### config.mk
export PLATFORM = sky130hd
export DESIGN_NAME = vram_write_arbiter
export DESIGN_NICKNAME = d
export VERILOG_FILES = /design/src/rtl/vram_write_arbiter.sv
export SDC_FILE = /design/constraint.sdc
export NUM_CORES = 1
export LEC_CHECK = 0
export CORE_UTILIZATION = 49
export CTS_BUF_LIST = sky130_fd_sc_hd__clkbuf_4 sky130_fd_sc_hd__clkbuf_8
export DETAILED_ROUTE_END_ITERATION = 10
export PLACE_DENSITY = 0.84
export SYNTH_ARGS = -nofsm -noshare
export SYNTH_HDL_FRONTEND = slang
export SYNTH_SLANG_ARGS = --single-unit
### constraint.sdc
create_clock -name Clock -period 2.6 [get_ports Clock]
set_clock_uncertainty 0.2 [all_clocks]
set_input_delay 0.78 -clock Clock [delete_from_list [all_inputs] [get_ports Clock]]
set_output_delay 0.78 -clock Clock [all_outputs]
set_load 0.05 [all_outputs]
### src/rtl/vram_write_arbiter.sv
// vram_write_arbiter
// Shares the single write port of the video memory between the CPU WVM path
// and a rectangle-fill engine. A CPU write always wins and goes straight to
// the port in the same cycle. The fill engine writes one cell of a clipped
// rectangle on every cycle the CPU leaves free, walking it in row-major order.
//
// Ports
//   Clock, Reset    system clock; synchronous active-high reset
//   iCpuWrite       CPU write request, single cycle, never stalled
//   iCpuAddress     CPU cell address {row, col}
//   iCpuData        CPU colour
//   iFillStart      start strobe, only honoured in IDLE
//   iFillX0/Y0      top-left column / row
//   iFillW/H        width / height minus one
//   iFillColor      fill colour
//   iFillAbort      abort a running fill
//   oWriteEnable    video RAM write enable
//   oWriteAddress   video RAM write address {row, col}
//   oWriteData      video RAM write data
//   oBusy           high while a fill is in progress
//   oDone           one-cycle pulse after a fill completes or is aborted
module vram_write_arbiter #(
    parameter int DATA_WIDTH = 3,
    parameter int COORD_BITS = 5
) (
    input  logic                    Clock,
    input  logic                    Reset,
    input  logic                    iCpuWrite,
    input  logic [2*COORD_BITS-1:0] iCpuAddress,
    input  logic [DATA_WIDTH-1:0]   iCpuData,
    input  logic                    iFillStart,
    input  logic [COORD_BITS-1:0]   iFillX0,
    input  logic [COORD_BITS-1:0]   iFillY0,
    input  logic [COORD_BITS-1:0]   iFillW,
    input  logic [COORD_BITS-1:0]   iFillH,
    input  logic [DATA_WIDTH-1:0]   iFillColor,
    input  logic                    iFillAbort,
    output logic                    oWriteEnable,
    output logic [2*COORD_BITS-1:0] oWriteAddress,
    output logic [DATA_WIDTH-1:0]   oWriteData,
    output logic                    oBusy,
    output logic                    oDone
);

    localparam logic [COORD_BITS-1:0] MAX_COORD = '1;

    typedef enum logic [1:0] {IDLE, FILL, DONE} state_t;

    state_t                  state, stateNext;
    logic [COORD_BITS-1:0]   x0, xe, ye, cx, cy;
    logic [DATA_WIDTH-1:0]   color;
    logic                    engineWrite;
    logic                    lastCell;

    // Edges are computed one bit wider so an overflow past the last
    // column/row saturates instead of wrapping back to 0.
    logic [COORD_BITS:0]     xSum, ySum;
    logic [COORD_BITS-1:0]   xeClip, yeClip;

    assign xSum   = {1'b0, iFillX0} + {1'b0, iFillW};
    assign ySum   = {1'b0, iFillY0} + {1'b0, iFillH};
    assign xeClip = xSum[COORD_BITS] ? MAX_COORD : xSum[COORD_BITS-1:0];
    assign yeClip = ySum[COORD_BITS] ? MAX_COORD : ySum[COORD_BITS-1:0];

    assign lastCell = (cx == xe) && (cy == ye);
    assign oBusy    = (state == FILL);
    assign oDone    = (state == DONE);

    always_comb begin
        stateNext     = state;
        engineWrite   = 1'b0;
        oWriteEnable  = 1'b0;
        oWriteAddress = '0;
        oWriteData    = '0;

        case (state)
            IDLE: if (iFillStart) stateNext = FILL;
            FILL: begin
                // Abort beats the engine's own write for that cycle.
                if (iFillAbort) begin
                    stateNext = DONE;
                end else if (!iCpuWrite) begin
                    engineWrite = 1'b1;
                    if (lastCell) stateNext = DONE;
                end
            end
            DONE:    stateNext = IDLE;
            default: stateNext = IDLE;
        endcase

        // Reset blanks the port even against a CPU write in the same cycle.
        if (Reset) begin
            engineWrite = 1'b0;
        end else if (iCpuWrite) begin
            oWriteEnable  = 1'b1;
            oWriteAddress = iCpuAddress;
            oWriteData    = iCpuData;
        end else if (engineWrite) begin
            oWriteEnable  = 1'b1;
            oWriteAddress = {cy, cx};
            oWriteData    = color;
        end
    end

    always_ff @(posedge Clock) begin
        if (Reset) begin
            state <= IDLE;
            x0    <= '0;
            xe    <= '0;
            ye    <= '0;
            cx    <= '0;
            cy    <= '0;
            color <= '0;
        end else begin
            state <= stateNext;
            if (state == IDLE && iFillStart) begin
                x0    <= iFillX0;
                xe    <= xeClip;
                ye    <= yeClip;
                cx    <= iFillX0;
                cy    <= iFillY0;
                color <= iFillColor;
            end else if (engineWrite && !lastCell) begin
                // Row-major walk; cursor only moves on cycles it wrote.
                if (cx != xe) begin
                    cx <= cx + 1'b1;
                end else begin
                    cx <= x0;
                    cy <= cy + 1'b1;
                end
            end
        end
    end

endmodule

After elaboration in Yosys (flattened, before gate mapping) --
Index checks and enable logic that the tools add are counted.
Storage, ports and cells: word-level logic and storage cells 54, bits in registers 30, output and inout port bits 16, bits of input ports 41
Cells by class: add/sub/neg operators 4, equal/unequal tests 9, mux-type cells 26, reductions and logical operators 8
Operators by type and width (count):
- $mux 5 | 8
- $mux 10 | 3
- $add 5x5->6 | 2
- $add 5x1->5 const B | 2
- $eq 5x5->1 | 2
- $mux 3 | 3
- $mux 2 | 4
- $mux 1 | 7
- $ne 5x5->1 | 1
- $ne 2x2->1 const B | 2
- $pmux 2 s2 | 1
- $logic_and 1x1->1 | 3
- $ne 3x2->1 const B | 1
- $ne 3x3->1 const B | 1
- $reduce_and 3->1 | 1
- $eq 2x1->1 const B | 1
- $eq 2x2->1 const B | 1
- $logic_not 2->1 | 1
- $reduce_and 2->1 | 1
- $reduce_bool 2->1 | 1
- $logic_not 1->1 | 1

Longest topological paths before layout --
Gate-level depths: netlist of the first run.
word-level depth 7, mapped depth 7, gate-level depth less buffers 7

Least setup slack after synthesis of the first run --
OpenSTA, ideal clock, no wires.
path kind input to output, start input port Reset, end output port oWriteAddress[0], data required time 1.620 ns, path slack -0.354 ns, path buffers 1, arrival time 1.974 ns, cell stages on the path 4, cells stage by stage nand2b_4 nor3_2 clkbuf_1 a22o_1
Between the ends: cells in the longest elaborated chain, start to end 1
RTL lines:
- start: declaration | RTL line 27 | input logic Reset,
- $mux 10 | RTL line 92 | if (Reset) begin
- end: declaration | RTL line 39 | output logic [2*COORD_BITS-1:0] oWriteAddress,
Every way passes these cells.

Final worst setup path of the first run --
start input port Reset, end output port oWriteAddress[2]
The elaborated chain is that of the path after synthesis.

==> impl.org, run 1 <==
** Outcome
- Run status :: complete, but fails checks
- Failing checks :: setup timing

** Yosys
- Yosys mapped the design onto 42 distinct sky130hd cell types.
- Proportion of netlist area held by the largest area contributor :: about a third
- Yosys instantiated no cell more often than sky130_fd_sc_hd__dfxtp_1.
- Top area cells in the synthesized netlist :: sky130_fd_sc_hd__dfxtp_1 (32%), sky130_fd_sc_hd__ha_1 (7.9%), sky130_fd_sc_hd__a211oi_1 (7.1%), sky130_fd_sc_hd__xnor2_1 (6.9%), sky130_fd_sc_hd__a22o_1 (6.0%)
- Number of synthesized flops with an enable pin :: 0
- Synthesized area divided by synthesized cell count :: between 8 and 9 µm²
- Synthesis handed over a netlist of roughly 210 instances.
- Count of synthesis-stage warnings from yosys :: 0
- The number of nets handed over by synthesis was between 200 and 300.
- Most instantiated cells after synthesis :: sky130_fd_sc_hd__dfxtp_1 (30), sky130_fd_sc_hd__nor2_1 (23), sky130_fd_sc_hd__nand2_1 (19)
- Async set-reset flop share out of synthesis :: 0%
- Area leader, netlist :: sky130_fd_sc_hd__dfxtp_1
- Most used flip-flop cell after synthesis :: sky130_fd_sc_hd__dfxtp_1
- After synthesis, flip-flops and latches occupy around a third of the total area.
- Number of storage elements in the synthesis netlist :: 30
- In this run the cell area of the synthesized design comes to approximately 1900 µm².

** Setup path
- Launch point of the worst reg-to-reg path :: state[0]
- Crit Path Max Fanout :: 7
- Measured in cells, the most critical reg-to-reg path has a length of 8.
- STA classifies the critical path endpoint as an output pin.
- Required time reported for the critical path endpoint :: ~1.6 ns
- Start-to-end type of the worst setup path :: primary input to output pin
- Maximum single-stage delay on the critical path :: around 0.20 ns
- Cells traversed along the worst timing path :: buf_6 > nand2b_4 > nor3_4 > buf_6 > a22o_4 > buf_12
- STA classifies the critical path startpoint as a primary input.
- STA puts the critical path data arrival time at ~1.7 ns.
- The most numerous cell type found on the critical path is sky130_fd_sc_hd__buf_6.
- Critical Path Slowest Stage Cell :: sky130_fd_sc_hd__nor3_4
- The worst register-to-register path ends at cy[4].
- Worst-case register-to-register setup slack :: between 0.2 and 0.3 ns

** Global route
- Entering global routing, the biggest net connects 30 pins.
- The number of global-route vias before repair is around 2,000.
- Across every metal layer, demand over resource in global routing totals between 20 and 30%.
- Global routing finished with a remaining overflow of 0.
- First-pass GRT wire length :: slightly above 9 mm
- The number of antenna violations at the first check in global routing was 0.

** Floorplan
- Std-Cell Core Area :: 3690 µm²
- Number of top-level design ports :: 57
- The die is roughly 64 µm tall.
- Die area :: just over 4000 µm²
- After floorplanning, the core was divided into 22 placement rows.
- The die is roughly 64 µm wide.
- For this configuration, the core starts out at a cell density of between 50% and 60%.

** Placement
- HPWL reported at the end of detailed placement :: 4.01 mm
- Area of placed instances :: just under 3000 µm²
- Weighted congestion at the end of routability-driven global placement :: between 0.7 and 0.8
- Instance count after placement with tap cells included :: roughly 340
- Port buffer count :: 56

** Power
- Peak ir drop on the vdd network :: about 0.00037 V
- In this run the static leakage power is about 0.0013 µW.
- Cell area power density :: 465 nW/µm²

** Route
- The first detailed-routing pass took 4 iterations.
- Antenna-violating nets left :: 0
- In the routed layout, each cell is associated on average with a via count of 5.64.
- The routed layout has about 2,000 vias.
- Drc violations :: 0
- The final layout contains routed wiring with a total length of around 5.8 mm.
- DRC violation total after the first TritonRoute iteration :: between 100 and 150
- Dividing the detail-routed wire length by the instance count gives roughly 17 µm.

** STA
- In this run the tightest slew margin relative to its limit is about two thirds.
- Final worst path period share :: 102%
- Setup WS post-layout :: -0.0575 ns
- Final-layout worst hold slack :: approximately 0.25 ns
- Setup violations remaining at the end of the flow were counted as 13.
- For this run, the top clock speed supported by timing is about 380 MHz.
- Setup repair after global routing could not meet its margin everywhere.
- Worst Max-Slew Pin Slew :: around 0.5 ns
- Subtracting the final worst setup slack from the clock period gives around 2.7 ns.
- The final number of max-transition violations is 0.
- The final count of hold timing violations was 0.

** Min path
- Hold path startpoint :: x0[4]
- The worst hold path passes through 2 cells.
- The path class of the tightest hold or removal check is register to register.
- The worst hold path terminates at x0[4].

** Clock network
- Clock Root Buffer :: sky130_fd_sc_hd__clkbuf_8
- TritonCTS clock tree :: built
- The H-tree was split into 2 levels.
- After clock tree synthesis, the clock-pin slew on the worst setup and hold paths is 0.06 ns.
- For this design, the sink count on the clock tree is 30.
- Clock latency on the worst-skew pair, taken at its later pin, is between 0.2 and 0.3 ns.
- Post-cts hold buffer count :: 0
- In this run the deepest clock path goes through 2 buffers.
- Cts bufs inserted :: 5

** Final layout
- Count of antenna diodes in the layout :: 0
- Fin cells :: between 300 and 400
- For this run, the post-layout net count is between 300 and 400.
- Final instance area :: between 3000 and 4000 µm²
- Compared with the post-synthesis result, the final layout area differs by 63.6%.
- Cells with a size suffix above 1 make up 29.8% of the layout.
- Number of inserted filler cells in the final layout :: 213

** Flow run
- # Max-Cap Violations :: 0
final cells by class:
cell class                      count  area, µm²  area share [%]
Clock buffer                        6       82.6            2.66
Inverter                            7       26.3           0.845
Tap cell                           48       60.1            1.93
Timing Repair Buffer               88        942            30.3
Multi-Input combinational cell    166       1380            44.5
Sequential cell                    30        601            19.3
Clock inverter                      2       12.5           0.403
report_power, final:
part,switching [µW],total (µW),leakage [µW],internal (µW)
Combinational,248,504,0.00102,256
Clock,179,391,0.0000472,212
Sequential,47.1,549,0.000248,502
Total,474,1450,0.00132,971
per-layer routing:
metal  up-vias  part of all wire (%)  global-route usage, %
met5         -                     0                      0
met4         0                   1.4                   7.50
met3         9                   4.7                   4.46
met1       947                    40                   34.1
met2        58                    54                   53.6
li1        943                     -                      -
how the worst max path moves through the flow:
| stage | start | to | slack, ns | cells after the start |
|---|---|---|---|---|
| 2_1_floorplan | iCpuWrite | oWriteAddress[0] | 0.02 | 3 |
| 3_3_place_gp | iCpuWrite | oWriteData[2] | -0.42 | 5 |
| 3_5_place_dp | Reset | oWriteData[2] | -0.45 | 6 |
| 4_1_cts | Reset | oWriteAddress[2] | -0.1 | 6 |
| 5_1_grt | Reset | oWriteAddress[2] | -0.09 | 6 |
| 6_report | Reset | oWriteAddress[2] | -0.06 | 6 |
worst max-delay path, delay by kind of cell:
kind	cells	cell delay (ns)
buffers and inverters	3	0.41
AND/OR/NAND/NOR	2	0.34
AO/OA/AOI/OAI	1	0.13
kinds of logic after synthesis:
kind of cell / synth area share [%]
buffers and inverters: 3.76
AND/OR/NAND/NOR: 18.4
flip-flops: 31.6
XOR/XNOR: 10.1
AO/OA/AOI/OAI: 23.9
multiplexers: 2.17
adder cells (fa/ha/maj): 10.0
through the flow:
stage | worst slack, ns | util [%] | power [µW] | setup TNS [ns]
floorplan | 0.0186 | - | 829 | 0
global placement | -0.418 | 79.2 | 1010 | -8.45
global route | -0.0918 | 84.3 | 1510 | -0.939
detailed placement | -0.454 | 79.2 | 1040 | -9.82
finish | -0.0575 | 84.3 | 1450 | -0.530
CTS | -0.0959 | 83.3 | 1430 | -0.988
registers in the layout, indices dropped and copies added, names as in the netlist:
register  count
x0            5
state         2
ye            5
cy            5
color         3
cx            5
xe            5
timing repair:
action,CTS,global route
setup buffers,2,2
resized for setup,19,8
pin swaps,3,3
endpoints found under the setup margin,19,24
gates cloned,0,0
cell usage in the layout (no fill, tap or decap), drive strengths merged, types with 2 or more instances in the layout:
cell | synthesis | layout
a22o | 13 | 13
fa | 2 | 2
nand3 | 6 | 6
nor2 | 23 | 23
clkbuf | 10 | 7
a2bb2oi | 2 | 2
a21boi | 2 | 2
o21bai | 3 | 3
o22ai | 2 | 2
a211oi | 18 | 18
nor4 | 2 | 2
buf | 1 | 50
inv | 7 | 7
nand3b | 2 | 2
nor2b | 3 | 3
xor2 | 7 | 7
nand2 | 19 | 19
xnor2 | 15 | 15
a21oi | 12 | 12
dfxtp | 30 | 30
a21o | 2 | 2
nor3 | 3 | 3
clkdlybuf4s50 | 0 | 37
ha | 12 | 12
mux2i | 3 | 3
Power figures use the tool's default switching activity.
==> inputs of run 2 (changes only) <==
Settings changed: SLEW_MARGIN set to 20.
==> results of run 2 <==
Final layout, timing and power as in run 1 (identical DEF).
==> inputs of run 3 (changes only) <==
Settings changed: GPL_TIMING_DRIVEN set to 0, HOLD_SLACK_MARGIN set to 0.05.
==> run 3 against run 2 <==
  * The flow still finishes with violations (setup timing)
  * Power rose by 5.6%
  * Worst hold slack improved by 0.013 ns
  * Sequential cell count did not move
  * Via count rose by 7.6%
  * Critical path depth rose by 1
  * Core utilization fell by 0.71 points
  * Register-to-register slack got worse by 0.12 ns
  * Sequential power barely moved
  * Maximum frequency fell by 4.5%
  * Global-route usage rose by 3.2 points
  * First-iteration DRC count rose by 17%
  * Critical endpoint is now oWriteAddress[1]
==> impl.org, run 3 (synthesis gave the netlist of run 1 again) <==
** Outcome
- Run status: complete, but fails checks (unchanged).
- Failing checks: setup timing (unchanged).

** Placement
- The total of buffers placed on input and output ports came to 56 (unchanged).
- Weighted congestion at the end of routability-driven global placement :: 0.818 (was 0.795)
- The HPWL after detailed placement is 3.85 mm (was 4.01 mm).
- The post-placement cell area was 2630 µm² (was 2920 µm²).
- The worst setup slack before clock tree synthesis is -1.50 ns (was -0.454 ns).
- The instance count after placement with tap cells included came to 318 (was 335).

** Clock network
- Cts bufs inserted :: 5 (unchanged)
- The worst-case clock buffer depth is 2 (unchanged).
- The clock slew at the register clock pins of the worst setup and hold paths came to 0.06 ns (about the same).
- TritonCTS clock tree :: built (unchanged)
- The latest clock arrival within the worst-skew pair is 0.29 ns (was 0.28 ns).
- The buffer type at the clock tree root is sky130_fd_sc_hd__clkbuf_8 (unchanged).
- Depth of the CTS H-tree :: 2 (unchanged)
- The number of clock sinks came to 30 (unchanged).

** Route
- DRC violation total after the first TritonRoute iteration :: 160 (was 137)
- Average vias per placed instance :: 6.08 (was 5.64)
- The sum of routed wire length over all layers is 7.26 mm (was 5.78 mm).
- First-pass iteration count of the detailed router :: 4 (unchanged)
- The remaining antenna violation count came to 0 (unchanged).
- The detailed-route DRC error count came to 0 (unchanged).
- Total number of vias :: 2,105 (was 1,957)
- The routed length per placed instance was 21.0 µm (was 16.6 µm).

** Setup path
- The critical setup path kind is primary input to output pin (unchanged).
- The delay of the slowest cell on the worst path is 0.20 ns (about the same).
- The endpoint required time on the critical path is 1.62 ns (about the same).
- The critical path's slowest cell was sky130_fd_sc_hd__nor3_4 (unchanged).
- The largest driver fanout on the critical path came to 5 (was 7).
- Most Frequent Cell on Critical Path :: sky130_fd_sc_hd__buf_8 (was sky130_fd_sc_hd__buf_6)
- The launch instance of the worst register-to-register path is state[0] (unchanged).
- Worst Setup Start Kind :: primary input (unchanged)
- The capturing element type of the critical path is an output pin (unchanged).
- The source of the critical timing path is Reset (unchanged).
- The data arrival at the endpoint of the critical path was 1.80 ns (was 1.68 ns).
- Cells traversed along the worst timing path: buf_8 > nand2b_4 > nor3_4 > buf_6 > clkbuf_16 > a22o_4 > buf_8 (was buf_6 > nand2b_4 > nor3_4 > buf_6 > a22o_4 > buf_12).

** Power
- Logic pwr share :: 33.1% (was 34.9%)
- The internal power of the cells was 1020 µW (was 971 µW).
- The relative contribution of sequential cells to total power is 36.1% (was 38.0%).
- The peak supply drop is 0.000333 V (was 0.000367 V).
- The leakage dissipation is 0.00135 µW (was 0.00132 µW).
- Switching component of the power :: 504 µW (was 474 µW)
- The total power density per cell area is 495 nW/µm² (was 465 nW/µm²).
- The total power came to 1530 µW (was 1450 µW).
- The clock network fraction of total power was 30.8% (was 27.1%).
- The switching power as a share of total power is 33.0% (was 32.8%).

** STA
- The maximum clock frequency is 359 MHz (was 376 MHz).
- Worst Max-Slew Pin Slew :: 0.591 ns (was 0.506 ns)
- The setup violation total in the final timing report came to 14 (was 13).
- Unrepaired setup endpoints after global routing :: true (unchanged)
- The final count of hold timing violations was 0 (unchanged).
- Setup WS post-layout :: -0.183 ns (was -0.0575 ns)
- The tightest slew margin relative to the limit came to 60.6% (was 66.2%).
- The final critical-path required period is 2.78 ns (was 2.66 ns).
- The portion of the clock cycle consumed by the worst path in the final layout is 107% (was 102%).
- The final number of max-transition violations was 0 (unchanged).

** Final layout
- The number of non-filler instances in the completed layout came to 346 (was 347).
- Final instance area :: 3080 µm² (was 3110 µm²)
- Share of post-route cells with drive strength above 1 :: 26.5% (was 29.8%)
- Most common cell after layout, fill and taps aside :: sky130_fd_sc_hd__clkdlybuf4s50_1 (unchanged)
- Post-layout net count :: 352 (was 353)
- The number of diodes added for antenna fixing came to 0 (unchanged).
- Leading cell types in the layout, fill and taps excluded: sky130_fd_sc_hd__clkdlybuf4s50_1 (34), sky130_fd_sc_hd__dfxtp_1 (30), sky130_fd_sc_hd__nor2_1 (23), sky130_fd_sc_hd__nand2_1 (19) (was sky130_fd_sc_hd__clkdlybuf4s50_1 (37), sky130_fd_sc_hd__dfxtp_1 (30), sky130_fd_sc_hd__buf_4 (30), sky130_fd_sc_hd__nor2_1 (23), sky130_fd_sc_hd__nand2_1 (19)).
- The layout-stage area growth over the synthesis result was 62.3% (was 63.6%).

** Global route
- Vias in the first global route :: 2,014 (was 1,973)
- Initial antenna violation count :: 0 (unchanged)
- Maximum number of pins on one net before global-route repair :: 11 (was 30)
- Overall track demand over capacity in global routing :: 32.1% (was 28.9%)
- Global route overflow :: 0 (unchanged)
- The wire length of the first global-routing pass was 9.80 mm (was 9.25 mm).

** Floorplan
- The number of core rows came to 22 (unchanged).
- The die height is 64.3 µm (unchanged).
- The die boundary width was 64.3 µm (unchanged).
- The core box area is 3690 µm² (unchanged).
- The number of top-level pins came to 57 (unchanged).
- The total die area is 4130 µm² (unchanged).
- Initial standard-cell utilization of the core :: 51.5% (unchanged)

** Min path
- Worst hold path class :: register to register (unchanged)
- Hold path startpoint :: x0[2] (was x0[4])

** Flow run
- The reported max-cap violation count was 0 (unchanged).
==> run 3: cell count changes in the layout (fill, tap and decap cells not counted), sizes merged <==
cell           before  now
clkinvlp            1    0
clkbuf              7   15
bufinv              0    1
buf                50   38
dlygate4sd2         0    1
clkinv              1    2
dlymetal6s2s        0    4
clkdlybuf4s50      37   34
==> run 3: area by class of cell <==
type | instances | area, µm²
multi-input combinational | 166 | 1390
timing repair buffer | 76 | 810
fill | 212 | 607
sequential | 30 | 601
buffer | 11 | 88.8
clock buffer | 5 | 68.8
tap | 48 | 60.1
clock inverter | 3 | 40.0
inverter | 7 | 26.3
==> run 3: worst paths after layout <==
check	endpoint	slack [ns]	depth (start not counted)
worst max-delay path	oWriteAddress[1]	-0.18	7
worst min-delay path	x0[2]	0.27	2
worst max register to register	cy[2]	0.17	8
worst min register to register	x0[2]	0.27	2
==> run 3: worst max-delay path, delay by kind of cell <==
kind                   cells  cell delay [ns]
AO/OA/AOI/OAI              1             0.13
buffers and inverters      4             0.55
AND/OR/NAND/NOR            2             0.35
==> run 3: stage by stage <==
stage | util, % | setup TNS (ns) | hold WS [ns]
2_1_floorplan | - | 0 | 0.232
3_3_place_gp | 71.4 | -25.47 | 0.243
3_5_place_dp | 71.4 | -26.71 | 0.250
4_1_cts | 80.3 | -1.58 | 0.262
5_1_grt | 83.5 | -2.37 | 0.279
6_report | 83.5 | -2.10 | 0.267
==> run 3: timing repair <==
item / CTS / global route
buffers inserted: 11 / 7
endpoints found under the hold margin: 0 / 0
hold buffers: 0 / 0
setup endpoints to repair: 26 / 27
resized for setup: 134 / 23
pin swaps: 4 / 4
gates cloned: 2 / 0
==> run 3: power by group through the flow <==
| stage | Sequential, µW | Clock, µW | Combinational [µW] |
|---|---|---|---|
| 2_1_floorplan | 543 | 0 | 285 |
| 3_3_place_gp | 553 | 0 | 414 |
| 3_5_place_dp | 555 | 0 | 426 |
| 4_1_cts | 545 | 466 | 464 |
| 5_1_grt | 554 | 492 | 538 |
| 6_report | 551 | 470 | 505 |
==> run 3: routing by layer <==
metal  vias up  global-route usage, %  part of all wire [%]
met2       131                   59.1                    51
met1       997                   34.4                    35
met3        37                   8.04                   8.5
met5         -                      0                     0
met4         0                   13.1                   4.9
li1        940                      -                     -
